[src/rtl/vending_controller.sv]
// Coin-operated vending controller: accumulates 5/10/25-cent coins, vends one
// item at PRICE, and returns change or cancelled credit as a train of nickels.
module vending_controller #(
  parameter int PRICE = 75
) (
  input  logic       CLK,
  input  logic       RST,
  input  logic       COIN_VALID,
  input  logic [1:0] COIN,
  input  logic       CANCEL,
  output logic       DISPENSE,
  output logic       NICKEL_OUT,
  output logic       REJECT,
  output logic [6:0] CREDIT,
  output logic       BUSY
);

  localparam logic [6:0] PRICE7 = 7'(PRICE);

  typedef enum logic [1:0] {IDLE, COLLECT, VEND, CHANGE} state_t;

  state_t     state, state_nxt;
  logic [6:0] credit_nxt;
  logic [6:0] coin_val;
  logic       coin_ok;
  logic       reject_nxt;

  always_comb begin
    coin_ok  = 1'b1;
    coin_val = 7'd0;
    case (COIN)
      2'b00:   coin_val = 7'd5;
      2'b01:   coin_val = 7'd10;
      2'b10:   coin_val = 7'd25;
      default: coin_ok  = 1'b0;
    endcase
  end

  always_comb begin
    state_nxt  = state;
    credit_nxt = CREDIT;
    reject_nxt = 1'b0;
    case (state)
      IDLE, COLLECT: begin
        // CANCEL wins over any coin strobed in the same cycle
        if (CANCEL) begin
          reject_nxt = COIN_VALID;
          if (state == COLLECT) state_nxt = CHANGE;
        end else if (COIN_VALID) begin
          if (!coin_ok) begin
            reject_nxt = 1'b1;
          end else begin
            credit_nxt = CREDIT + coin_val;
            state_nxt  = (credit_nxt >= PRICE7) ? VEND : COLLECT;
          end
        end
      end
      VEND: begin
        reject_nxt = COIN_VALID;
        credit_nxt = CREDIT - PRICE7;
        state_nxt  = (credit_nxt != 7'd0) ? CHANGE : IDLE;
      end
      CHANGE: begin
        reject_nxt = COIN_VALID;
        credit_nxt = (CREDIT >= 7'd5) ? CREDIT - 7'd5 : 7'd0;
        state_nxt  = (CREDIT <= 7'd5) ? IDLE : CHANGE;
      end
      default: begin
        state_nxt  = IDLE;
        credit_nxt = 7'd0;
      end
    endcase
  end

  // Pulse outputs are registered from the next state so they line up with it
  always_ff @(posedge CLK) begin
    if (!RST) begin
      state      <= IDLE;
      CREDIT     <= 7'd0;
      DISPENSE   <= 1'b0;
      NICKEL_OUT <= 1'b0;
      REJECT     <= 1'b0;
      BUSY       <= 1'b0;
    end else begin
      state      <= state_nxt;
      CREDIT     <= credit_nxt;
      DISPENSE   <= (state_nxt == VEND);
      NICKEL_OUT <= (state_nxt == CHANGE);
      REJECT     <= reject_nxt;
      BUSY       <= (state_nxt == VEND) || (state_nxt == CHANGE);
    end
  end

endmodule
[config.mk]
export PLATFORM = sky130hd
export DESIGN_NAME = vending_controller
export DESIGN_NICKNAME = d
export VERILOG_FILES = /design/src/rtl/vending_controller.sv
export SDC_FILE = /design/constraint.sdc
export NUM_CORES = 1
export LEC_CHECK = 0
export ABC_CLOCK_PERIOD_IN_PS = 5900
export CORE_AREA = 2 2 49 51
export DETAILED_ROUTE_END_ITERATION = 6
export DIE_AREA = 0 0 51 53
export GPL_TIMING_DRIVEN = 0
export MAX_ROUTING_LAYER = met4
export PLACE_DENSITY_LB_ADDON = 0.3
export SYNTH_ARGS = -nofsm -noshare
export SYNTH_HDL_FRONTEND = slang
export SYNTH_SLANG_ARGS = --single-unit
[constraint.sdc]
create_clock -name CLK -period 5.9 [get_ports CLK]
set_input_delay 1.18 -clock CLK [delete_from_list [all_inputs] [get_ports CLK]]
set_output_delay 1.18 -clock CLK [all_outputs]
set_load 0.005 [all_outputs]
# Word level (Yosys, flattened, before mapping)
# Index checks and enable logic that the tools add are counted.
# word_totals
ff_bits,13
in_bits,6
out_inout_bits,11
elab_cells,49
# op_classes
n_addsub,3
magnitude_cmp,3
eq_ne,10
n_mux,19
n_reduce_logical,8
# op_table
operator,count
7-bit two-way mux,4
7-bit one-hot mux with 3 select lines,1
5-bit one-hot mux with 3 select lines,1
2-bit two-way mux,7
"2-bit == test, second input constant",5
7-bit adder,1
"7-bit by 3-bit greater-or-equal comparator with 1-bit output, second input constant",1
"7-bit greater-or-equal comparator, second input constant",1
"7-bit by 3-bit <= comparator with 1-bit output, second input constant",1
7-bit nonzero test,1
"7-bit by 3-bit subtractor with 7-bit output, second input constant",1
"7-bit subtractor, second input constant",1
"2-bit inequality test, second input constant",3
2-bit one-hot mux with 3 select lines,1
"2-bit by 1-bit == test with 1-bit output, second input constant",2
2-bit zero test,2
1-bit two-way mux,4
2-bit OR reduction,2
3-bit AND reduction,1
3-bit OR reduction,1
1-bit one-hot mux with 2 select lines,1
1-bit logical OR,1

# Depth between registers and ports, before layout
# Gate-level depths: netlist (run 1).
# logic_depth
word_depth,11
depth_mapped,10
ltp_nobuf,10

# Least setup slack after synthesis (run 1)
# Ideal clock, no wire load.
# synth_timing
path_kind,input to register
start,input COIN[1]
end,register BUSY
setup_ns,0.120
arrival_ns,2.988
t_required_ns,5.780
slack_ns,2.792
cell_stages,10
path_buffers,0
cell_sequence,inv_1 > ha_1 > inv_1 > fa_1 > nand2b_1 > a21oi_1 > xnor2_1 > a211o_2 > and4_1 > o31a_1
# synth_between
elab_chain_len,11
word_cells_on_any_way,16
classes_between,1 x add/sub; 1 x order compare; 4 x eq/ne; 7 x mux; 3 x reduce/logical
# synth_rtl
element,line,text
from (decl),9,"input logic [1:0] COIN,"
2-bit == test (tied with other cells),31,case (COIN)
5-bit one-hot mux with 3 select lines,31,
7-bit adder,53,credit_nxt = CREDIT + coin_val;
7-bit greater-or-equal comparator,54,state_nxt = (credit_nxt >= PRICE7) ? VEND : COLLECT;
2-bit two-way mux,54,
2-bit two-way mux *,50,if (!coin_ok) begin
2-bit two-way mux *,49,end else if (COIN_VALID) begin
2-bit two-way mux *,46,if (CANCEL) begin
2-bit one-hot mux with 3 select lines *,43,case (state)
2-bit == test,90,BUSY <= (state_nxt == VEND) || (state_nxt == CHANGE);
1-bit logical OR *,90,
to (signal assigned),90,
to (decl),15,output logic BUSY
# Mark *: on every way between the ends. The rest lies on a longest branch, timed or not.
# A chain may end at the register's enable or synchronous reset.

# Final worst setup path (run 1)
# Ends and elaborated chain as after synthesis.

==> results of run 1 <==
## layout make-up
cell class	instances	area, sq um
timing repair buffer	16	160
inverter	13	48.8
sequential	12	240
tap	28	35.0
fill	177	731
buffer	7	53.8
multi-input combinational	120	843
clock buffer	4	36.3
## per-layer routing
metal	up-vias	share of wire, %	wire length (microns)	track usage [%]
met5	-	0	0	-
met4	0	0.45	14	3.60
li1	601	-	-	-
met1	577	46	1410	32.3
met2	34	48	1490	43.1
met3	2	5.6	173	5.37
## layout by cell type, fill, tap and decap left out, types with 2 or more instances in the layout
cell             count
nand2_1             11
o211ai_1             4
dfxtp_1             12
nand2b_1             2
o31a_1               2
or4_1                3
a31oi_1              3
o21a_1               3
clkbuf_4             3
a221o_1              2
clkdlybuf4s50_1     16
xnor2_1              3
and2_2               3
ha_1                12
nand3_1              4
nor3b_1              4
a211oi_1             4
a221oi_1             2
o21ai_0             17
inv_1               12
buf_6                2
xor2_1               4
nor2_1               9
a21oi_1              8
## power by group
part           leakage [nW]  internal, mW  total [mW]  switching, mW
clock                0.0210        0.0376      0.0680         0.0304
sequential           0.0986         0.108       0.141         0.0336
combinational         0.440         0.191       0.409          0.218
## path summary, 6_finish.rpt
kind / from / end / slack (ns) / cells past startpoint
setup / recovery: COIN[1] / BUSY / 2.34 / 10
hold / removal: CREDIT[6] / CREDIT[6] / 0.67 / 2
setup reg to reg: CREDIT[0] / BUSY / 3.30 / 9
hold reg to reg: CREDIT[6] / CREDIT[6] / 0.67 / 2
## tightest hold or removal path: stages (launching register included)
cell and delay [ns]:
dfxtp_1 0.40, o21ai_0 0.19, nor2_1 0.04
## per-stage QoR
stage	setup WS, ns	hold WS (ns)	power (mW)	cells
2_1_floorplan	2.79	0.595	0.419	152
3_3_place_gp	2.12	0.648	0.531	196
3_5_place_dp	2.04	0.654	0.542	196
4_1_cts	2.34	0.664	0.611	200
5_1_grt	2.15	0.703	0.665	200
6_report	2.34	0.673	0.618	200
## state kept, by name, indices dropped and copies added, names as in the netlist
name	count
CREDIT	7
NICKEL_OUT	1
state	1
BUSY	1
DISPENSE	1
REJECT	1
## kinds of logic (layout without fill, tap and decap cells)
kind of cell,after synthesis,in the layout,synth area share (%)
flip-flops,12,12,20.3
buffers and inverters,20,40,8.65
AO/OA/AOI/OAI,55,55,30.6
multiplexers,1,1,0.844
AND/OR/NAND/NOR,44,44,20.1
XOR/XNOR,7,7,5.17
adder cells (fa/ha/maj),13,13,14.3
==> results by group, run 1 <==
Worst setup path
  • CP max stage delay: 0.53 ns
  • Crit end category: flop
  • Crit path cell chain: clkdlybuf4s50_1 -> inv_1 -> ha_1 -> ha_1 -> a211oi_1 -> or4_1 -> o2111ai_1 -> a211o_2 -> and4_1 -> o31a_1
  • Worst path arrival time: 3.73 ns
  • Startpoint types: primary input
  • Slowest cell on crit path: clkdlybuf4s50_1
  • Setup CP Type: in2reg
  • Worst path required time: 6.08 ns
  • Crit-path max FO: 3
  • WP buf/inv: 2
  • Worst path top cell family by delay: compound AO/OA/AOI/OAI gates
  • Cell mode on critical path: ha_1

Logic synthesis
  • Yosys top cell area share: 20.3%
  • Post-synth ARST share: 0%
  • Area contributors post-synth: dfxtp_1 20%, ha_1 13%, o21ai_0 7.2%, inv_1 3.8%, nand2_1 3.5%
  • Unique masters post-synth: 48
  • Cell taking the most area after synthesis: dfxtp_1
  • Sequential-to-total area share from yosys stat: 20.3%
  • Syn avg cell area: 7.80 sq um
  • Cells after synthesis: 152
  • Mapped Area: 0.00119 sq mm
  • Synth top cells by count: 17 x o21ai_0, 12 x dfxtp_1, 12 x ha_1, 12 x inv_1, 11 x nand2_1
  • Register bit count reported by yosys: 12
  • Number of synthesized flops with an enable pin: 0
  • Syn_nets: 171
  • Most used DFF post-synth: dfxtp_1
  • Synth warn: 0
  • Most common cell in the synthesized netlist: o21ai_0

CTS
  • CTS tree: built
  • Clk_lat worst skew: 0.28 ns
  • CTS Buffer Depth: 2
  • Post-CTS sizing: 0
  • Clk slew on worst S/H paths: 0.08 ns
  • # H-tree levels: 1
  • CTS Sinks: 12
  • CTS root buf: clkbuf_4
  • Setup Fix Bufs, Post-CTS: 0
  • Post-CTS Hold Buffers: 0
  • Number of buffers inserted during clock tree synthesis: 3

Pwr
  • Worst VDD drop: 0.290 mV
  • Leak pwr: 0.559 nW
  • PwrDens: 436 mW/mm^2

Place
  • GPL Wtd Cong: 0.919
  • Dpl cell area: 0.00138 sq mm
  • Port bufs: 16
  • DP HPWL: 2380 microns

Timing
  • Final period util: 60.3%
  • RSZ-0062 raised after global routing: false
  • Fmax: 281 MHz
  • Setup-failing EPs final: 0
  • Max Transition Viols Final: 0
  • Tmin final: 3.56 ns
  • Fin. Hold Viols: 0
  • Sum Neg Setup Slack: 0 ns
  • Worst-Margin Slew: 0.540 ns
  • Worst Skew: 0.00205 ns
  • Rel. slew slack: 63.1%

Drt
  • Via Count: 1214
  • Antenna-violating nets left: 0
  • Avg Vias per Cell: 6.07
  • Drt pass-1 iters: 4
  • Post-route DRC: 0
  • DRT iter0 DRCs: 50
  • WL/cell: 15.5 microns
  • Final wirelength: 3090 microns

Floorplan
  • Initial Utilization: 55.2%
  • Die Footprint: 0.00270 sq mm
  • Die Wd: 51 microns
  • Die height: 53 microns
  • Total I/O pin count: 17
  • Rows: 17
  • Core area: 0.00215 sq mm

Final layout
  • Nets: 192
  • Final Util: 66.0%
  • N_diodes: 0
  • Final non-filler cell area: 0.00142 sq mm
  • Area grow syn2layout: 19.5%
  • Share of layout cells above drive strength 1: 8.72%

Global routing
  • Vias in the first global route: 1100
  • Pin count of the biggest net entering global routing: 11
  • Initial antenna violation count: 0
  • GR Util All Layers: 25.6%
  • First-pass GRT wire length: 5090 microns
  • Global route overflow: 0

Status
  • Status: complete, no violations

Hold path
  • Worst hold-check path type: reg2reg

Flow run
  • Max-Cap Viols: 0
No activity file was read; power rests on OpenSTA's default activity.
==> run 2, diff against run 1 <==
--- a/config.mk
+++ b/config.mk
@@ -5,10 +5,10 @@
 export SDC_FILE = /design/constraint.sdc
 export NUM_CORES = 1
 export LEC_CHECK = 0
-export ABC_CLOCK_PERIOD_IN_PS = 5900
-export CORE_AREA = 2 2 49 51
+export ABC_CLOCK_PERIOD_IN_PS = 3640
+export CORE_AREA = 2 2 50 52
 export DETAILED_ROUTE_END_ITERATION = 6
-export DIE_AREA = 0 0 51 53
+export DIE_AREA = 0 0 52 54
 export GPL_TIMING_DRIVEN = 0
 export MAX_ROUTING_LAYER = met4
 export PLACE_DENSITY_LB_ADDON = 0.3
==> constraint.sdc (replaced) <==
create_clock -name CLK -period 3.64 [get_ports CLK]
set_input_delay 0.728 -clock CLK [delete_from_list [all_inputs] [get_ports CLK]]
set_output_delay 0.728 -clock CLK [all_outputs]
set_load 0.005 [all_outputs]
==> run 2 against run 1 <==
  * Utilization shrank 4.8 points
  * Sequential power grew 60%
  * Largest cell class unchanged
  * Critical endpoint unchanged
  * Register-to-register slack lost 2.2 ns
  * Sequential share of layout area is essentially flat
  * First-iteration DRC count grew 60%
  * Power grew 64%
  * Worst hold slack lost 0.0043 ns
  * Largest power group unchanged
==> results by group, run 2 (same netlist as run 1, synthesis figures left out) <==
CTS
  • # H-tree levels: 1
  • Number of buffers inserted during clock tree synthesis: 3
  • CTS Buffer Depth: 2
  • Clk slew on worst S/H paths: 0.10 ns
  • CTS root buf: clkbuf_4
  • Setup Fix Bufs, Post-CTS: 0
  • Post-CTS Hold Buffers: 0
  • CTS Sinks: 12
  • Clk_lat worst skew: 0.29 ns
  • CTS tree: built
  • Post-CTS sizing: 0

Timing
  • Final period util: 85.1%
  • Rel. slew slack: 64.5%
  • Worst Skew: 0.0163 ns
  • RSZ-0062 raised after global routing: false
  • Sum Neg Setup Slack: 0 ns
  • Worst-Margin Slew: 0.529 ns
  • Fin. Hold Viols: 0
  • Setup-failing EPs final: 0
  • Tmin final: 3.10 ns
  • Fmax: 323 MHz
  • Max Transition Viols Final: 0

Worst setup path
  • CP Launch Point: COIN[0]
  • WP buf/inv: 2
  • Crit end category: flop
  • Crit path cell chain: clkdlybuf4s50_1 -> inv_1 -> ha_1 -> ha_1 -> o21ai_0 -> o21ai_0 -> o2111ai_1 -> a211o_2 -> and4_1 -> o31a_1
  • Worst path arrival time: 3.27 ns
  • Setup CP Type: in2reg
  • Crit-path max FO: 3
  • CP max stage delay: 0.51 ns
  • Startpoint types: primary input
  • Slowest cell on crit path: clkdlybuf4s50_1
  • Worst path required time: 3.81 ns
  • Worst path top cell family by delay: compound AO/OA/AOI/OAI gates
  • Worst r2r src: CREDIT[0]

Pwr
  • Net switching power: 467 uW
  • Leak pwr: 0.559 nW
  • Sw frac: 46.1%
  • Worst VDD drop: 0.425 mV
  • Clk pwr share: 11.4%
  • Int Pwr: 546 uW
  • Flop pwr share: 22.3%
  • PwrDens: 713 mW/mm^2
  • Combinational share of power: 66.4%

Global routing
  • First-pass GRT wire length: 5440 microns
  • Global route overflow: 0
  • GR Util All Layers: 27.3%
  • Vias in the first global route: 1155
  • Initial antenna violation count: 0
  • Pin count of the biggest net entering global routing: 11

Floorplan
  • Total I/O pin count: 17
  • Die Wd: 52 microns
  • Rows: 18
  • Core area: 0.00232 sq mm
  • Initial Utilization: 51.1%
  • Die height: 54 microns
  • Die Footprint: 0.00281 sq mm

Status
  • Status: complete, no violations

Drt
  • Wl on met1: 1410 microns
  • Avg Vias per Cell: 6.17
  • Met2 WL: 1550 microns
  • Met3 routed WL: 256 microns
  • WL/cell: 16.4 microns
  • Highest Signal Layer: met4
  • Post-route DRC: 0
  • Drt pass-1 iters: 4
  • Antenna-violating nets left: 0
  • Via Count: 1246
  • DRT iter0 DRCs: 80
  • Final wirelength: 3310 microns

Final layout
  • Fillers: 215
  • N_diodes: 0
  • Nets: 192
  • Commonest non-fill, non-tap cells in the layout: 17 x o21ai_0, 16 x clkdlybuf4s50_1, 12 x dfxtp_1, 12 x inv_1, 12 x ha_1
  • Area grow syn2layout: 19.7%
  • Final Util: 61.2%
  • Largest register FFs: 7
  • Share of layout cells above drive strength 1: 8.72%
  • Biggest register: CREDIT
  • Commonest non-fill, non-tap cell in the layout: o21ai_0

Place
  • GPL Wtd Cong: 0.974
  • Port bufs: 16
  • DP HPWL: 2490 microns

Hold path
  • Worst hold-check path type: reg2reg
  • Hold path start: CREDIT[2]

Flow run
  • Max-Cap Viols: 0
==> run 2: area by class of cell <==
| type | count | area (sq um) | area share, % |
|---|---|---|---|
| Timing Repair Buffer | 16 | 160 | 11.3 |
| Inverter | 13 | 48.8 | 3.44 |
| Clock buffer | 4 | 36.3 | 2.56 |
| Multi-Input combinational cell | 120 | 843 | 59.4 |
| Buffer | 7 | 53.8 | 3.79 |
| Sequential cell | 12 | 240 | 16.9 |
| Tap cell | 30 | 37.5 | 2.64 |
==> run 2: routing by layer <==
metal,vias to the layer above,GRT usage [%]
met5,-,-
met4,0,13.6
met3,16,4.72
met2,61,42.8
met1,561,33.8
li1,608,-
==> run 2: path summary, 6_finish.rpt <==
kind,end,slack [ns],depth (start not counted)
setup / recovery,BUSY,0.54,10
hold / removal,CREDIT[2],0.67,3
setup reg to reg,BUSY,1.08,9
hold reg to reg,CREDIT[2],0.67,3
==> run 2: stage by stage <==
| stage | power (mW) | setup slack [ns] | area (sq um) | cells | hold WS [ns] |
|---|---|---|---|---|---|
| finish | 1.01 | 0.543 | 1420 | 202 | 0.669 |
| CTS | 1.01 | 0.552 | 1420 | 202 | 0.673 |
| global route | 1.10 | 0.400 | 1420 | 202 | 0.705 |
| global placement | 0.864 | 0.306 | 1380 | 198 | 0.644 |
| floorplan | 0.679 | 0.984 | 1190 | 152 | 0.595 |
| detailed placement | 0.884 | 0.258 | 1380 | 198 | 0.645 |
==> run 2: power by group through the flow <==
stage | Clock, mW | Sequential [mW] | Combinational, mW
global route | 0.124 | 0.231 | 0.745
finish | 0.115 | 0.226 | 0.672
detailed placement | 0 | 0.228 | 0.656
floorplan | 0 | 0.220 | 0.459
global placement | 0 | 0.227 | 0.637
CTS | 0.118 | 0.225 | 0.664
==> run 2: worst min-delay path, cell delays in order, from the launching register on <==
cell	delay (ns)
dfxtp_1	0.35
buf_6	0.15
nand2_1	0.05
a21boi_0	0.07
==> RTL change, RTL diff (config.mk and constraints of run 1) <==
Make the reset (`RST`) asynchronous in one clocked block.
--- a/src/rtl/vending_controller.sv
+++ b/src/rtl/vending_controller.sv
@@ -73,7 +73,7 @@
   end
 
   // Pulse outputs are registered from the next state so they line up with it
-  always_ff @(posedge CLK) begin
+  always_ff @(posedge CLK or negedge RST) begin
     if (!RST) begin
       state      <= IDLE;
       CREDIT     <= 7'd0;
Check against the original RTL: differs if RST is asserted again (counterexample within 4 cycles, from zero or initial values and one cycle with RST low); with RST held inactive, the same outputs for 10 cycles.
==> RTL change against run 1 <==
  * Setup slack gained 0.026 ns
  * Total power grew 30%
  * Sequential power grew 26%
  * Non-clock buffer count shrank 1
  * Wire length grew 4.9%
  * Largest cell class unchanged
  * Sequential cell count is the same
  * Register-to-register slack lost 0.05 ns
  * Area after synthesis grew 3.1%
  * Final area grew 1.6%
  * Highest routed layer unchanged
==> RTL change: results (changes against run 1) <==
.. list-table::
   :header-rows: 1

   * - Metric
     - Value
   * - Delay of the slowest critical-path stage
     - 0.44 ns (-0.09 ns)
   * - Grt met2 use
     - 48.7% (+5.6 points)
   * - Async set-reset flop share out of synthesis
     - 100% (+100 points)
   * - Post-CTS clock slew at the launch and capture registers of the worst setup and hold paths
     - 0.08 ns (about the same)
   * - Maximum ir drop on the vdd rail
     - 318 uV (+9.7%)
   * - Static leakage power
     - 0.609 nW (+8.9%)
   * - Fillers
     - 186 (+5.1%)
   * - Global-route wire length before repair
     - 5.52 mm (+8.4%)
   * - Slack of the worst reg-to-reg path
     - 3.25 ns (-0.05 ns)
   * - Number of optimization iterations in the first detailed-route pass
     - 6 (+2)
   * - Data arrival time of the worst path
     - 3.71 ns (-0.02 ns)
   * - Run status
     - completed
   * - Synthesized net count
     - 172 (+0.58%)
   * - Seq/Total Area, Yosys
     - 24.6% (+4.3 points)
   * - Top cells by count, synth
     - nor2_1 (19), o21ai_0 (15), inv_1 (14), dfrtp_1 (12), ha_1 (12)
   * - Estimated wirelength of the detail-placed design
     - 2.46 mm (+3.2%)
   * - Share of layout cells above drive strength 1
     - 5.81% (-2.9 points)
   * - Largest cells by area after synthesis
     - dfrtp_1 (25%), ha_1 (12%), o21ai_0 (6.1%)
   * - Gp weighted congestion
     - 0.985 (+7.2%)
   * - Global-route total usage across every layer
     - 29.0% (+3.5 points)
   * - Global-route track usage on met3
     - 3.95% (-1.4 points)
   * - Worst clock skew on the final layout
     - 0.0105 ns (+0.00847 ns)
   * - Met1 Use GR
     - 34.4% (+2.1 points)
   * - Final Net Count
     - 193 (+0.52%)
   * - Drt initial violations
     - 63 (+26%)
   * - Worst Hold Margin
     - 0.738 ns (+0.0645 ns)
   * - Headroom to the max-slew limit
     - 57.9% (-5.2 points)
   * - Mean routed wirelength per cell
     - 16.2 um (+4.9%)
   * - Power Density
     - 557 nW/um^2 (+28%)
## RTL change: cell types whose count changed after synthesis, moves of 3 or more
cell	delta
clkbuf_1	+3
and2_2	-3
dfrtp_1	+12
nor2_1	+10
dfxtp_1	-12
nand2_1	-5
nor3_1	+3
## RTL change: kinds of logic after synthesis
family          count (synthesis)  share of synthesized area [%]
compound gates                 54                           30.6
fa+ha+maj                      13                           13.9
buf+inv                        20                           6.35
flops                          12                           24.6
simple gates                   46                           18.7
mux                             1                          0.819
xor+xnor                        7                           5.02
## RTL change: metal layers
metal  vias up  wire length (um)
met5         -                 0
met4         0                95
met3        14               336
met2        79              1580
met1       585              1240
li1        598                 -
## RTL change: cell type report
cell class | count | share of cell area (%)
Timing Repair Buffer | 16 | 11.1
Sequential cell | 12 | 20.9
Tap cell | 28 | 2.43
Buffer | 6 | 1.74
Inverter | 14 | 3.65
Multi-Input combinational cell | 121 | 58.6
Clock buffer | 3 | 1.56
## RTL change: final timing paths
kind / startpoint / to / cells after the start
max in group asynchronous: RST / CREDIT[4] / 1
worst min register to register: CREDIT[6] / CREDIT[6] / 1
worst min-delay path: CREDIT[6] / CREDIT[6] / 1
worst max register to register: CREDIT[0] / state[0] / 8
min in group asynchronous: RST / NICKEL_OUT / 1
worst max-delay path: COIN[1] / state[0] / 10
## RTL change: worst reg2reg max path, stage by stage (launching register included)
cell	delay [ns]
dfrtp_1	0.53
ha_1	0.23
inv_1	0.06
fa_1	0.40
nand2b_1	0.19
a211oi_1	0.44
o21ai_0	0.18
xor2_1	0.20
o31a_1	0.31
## RTL change: power by group
| part | switching (W) | internal (W) | total (W) |
|---|---|---|---|
| Clock | 0.0000298 | 0.0000238 | 0.0000536 |
| Combinational | 0.000316 | 0.000255 | 0.000571 |
| Sequential | 0.0000593 | 0.000117 | 0.000177 |
## RTL change: through the flow
step,power [W],setup WS [ns],std cells
2_1_floorplan,0.000564,2.88,153
3_3_place_gp,0.000715,2.18,197
3_5_place_dp,0.000734,2.07,197
4_1_cts,0.000790,2.38,200
5_1_grt,0.000873,2.23,200
6_report,0.000802,2.37,200
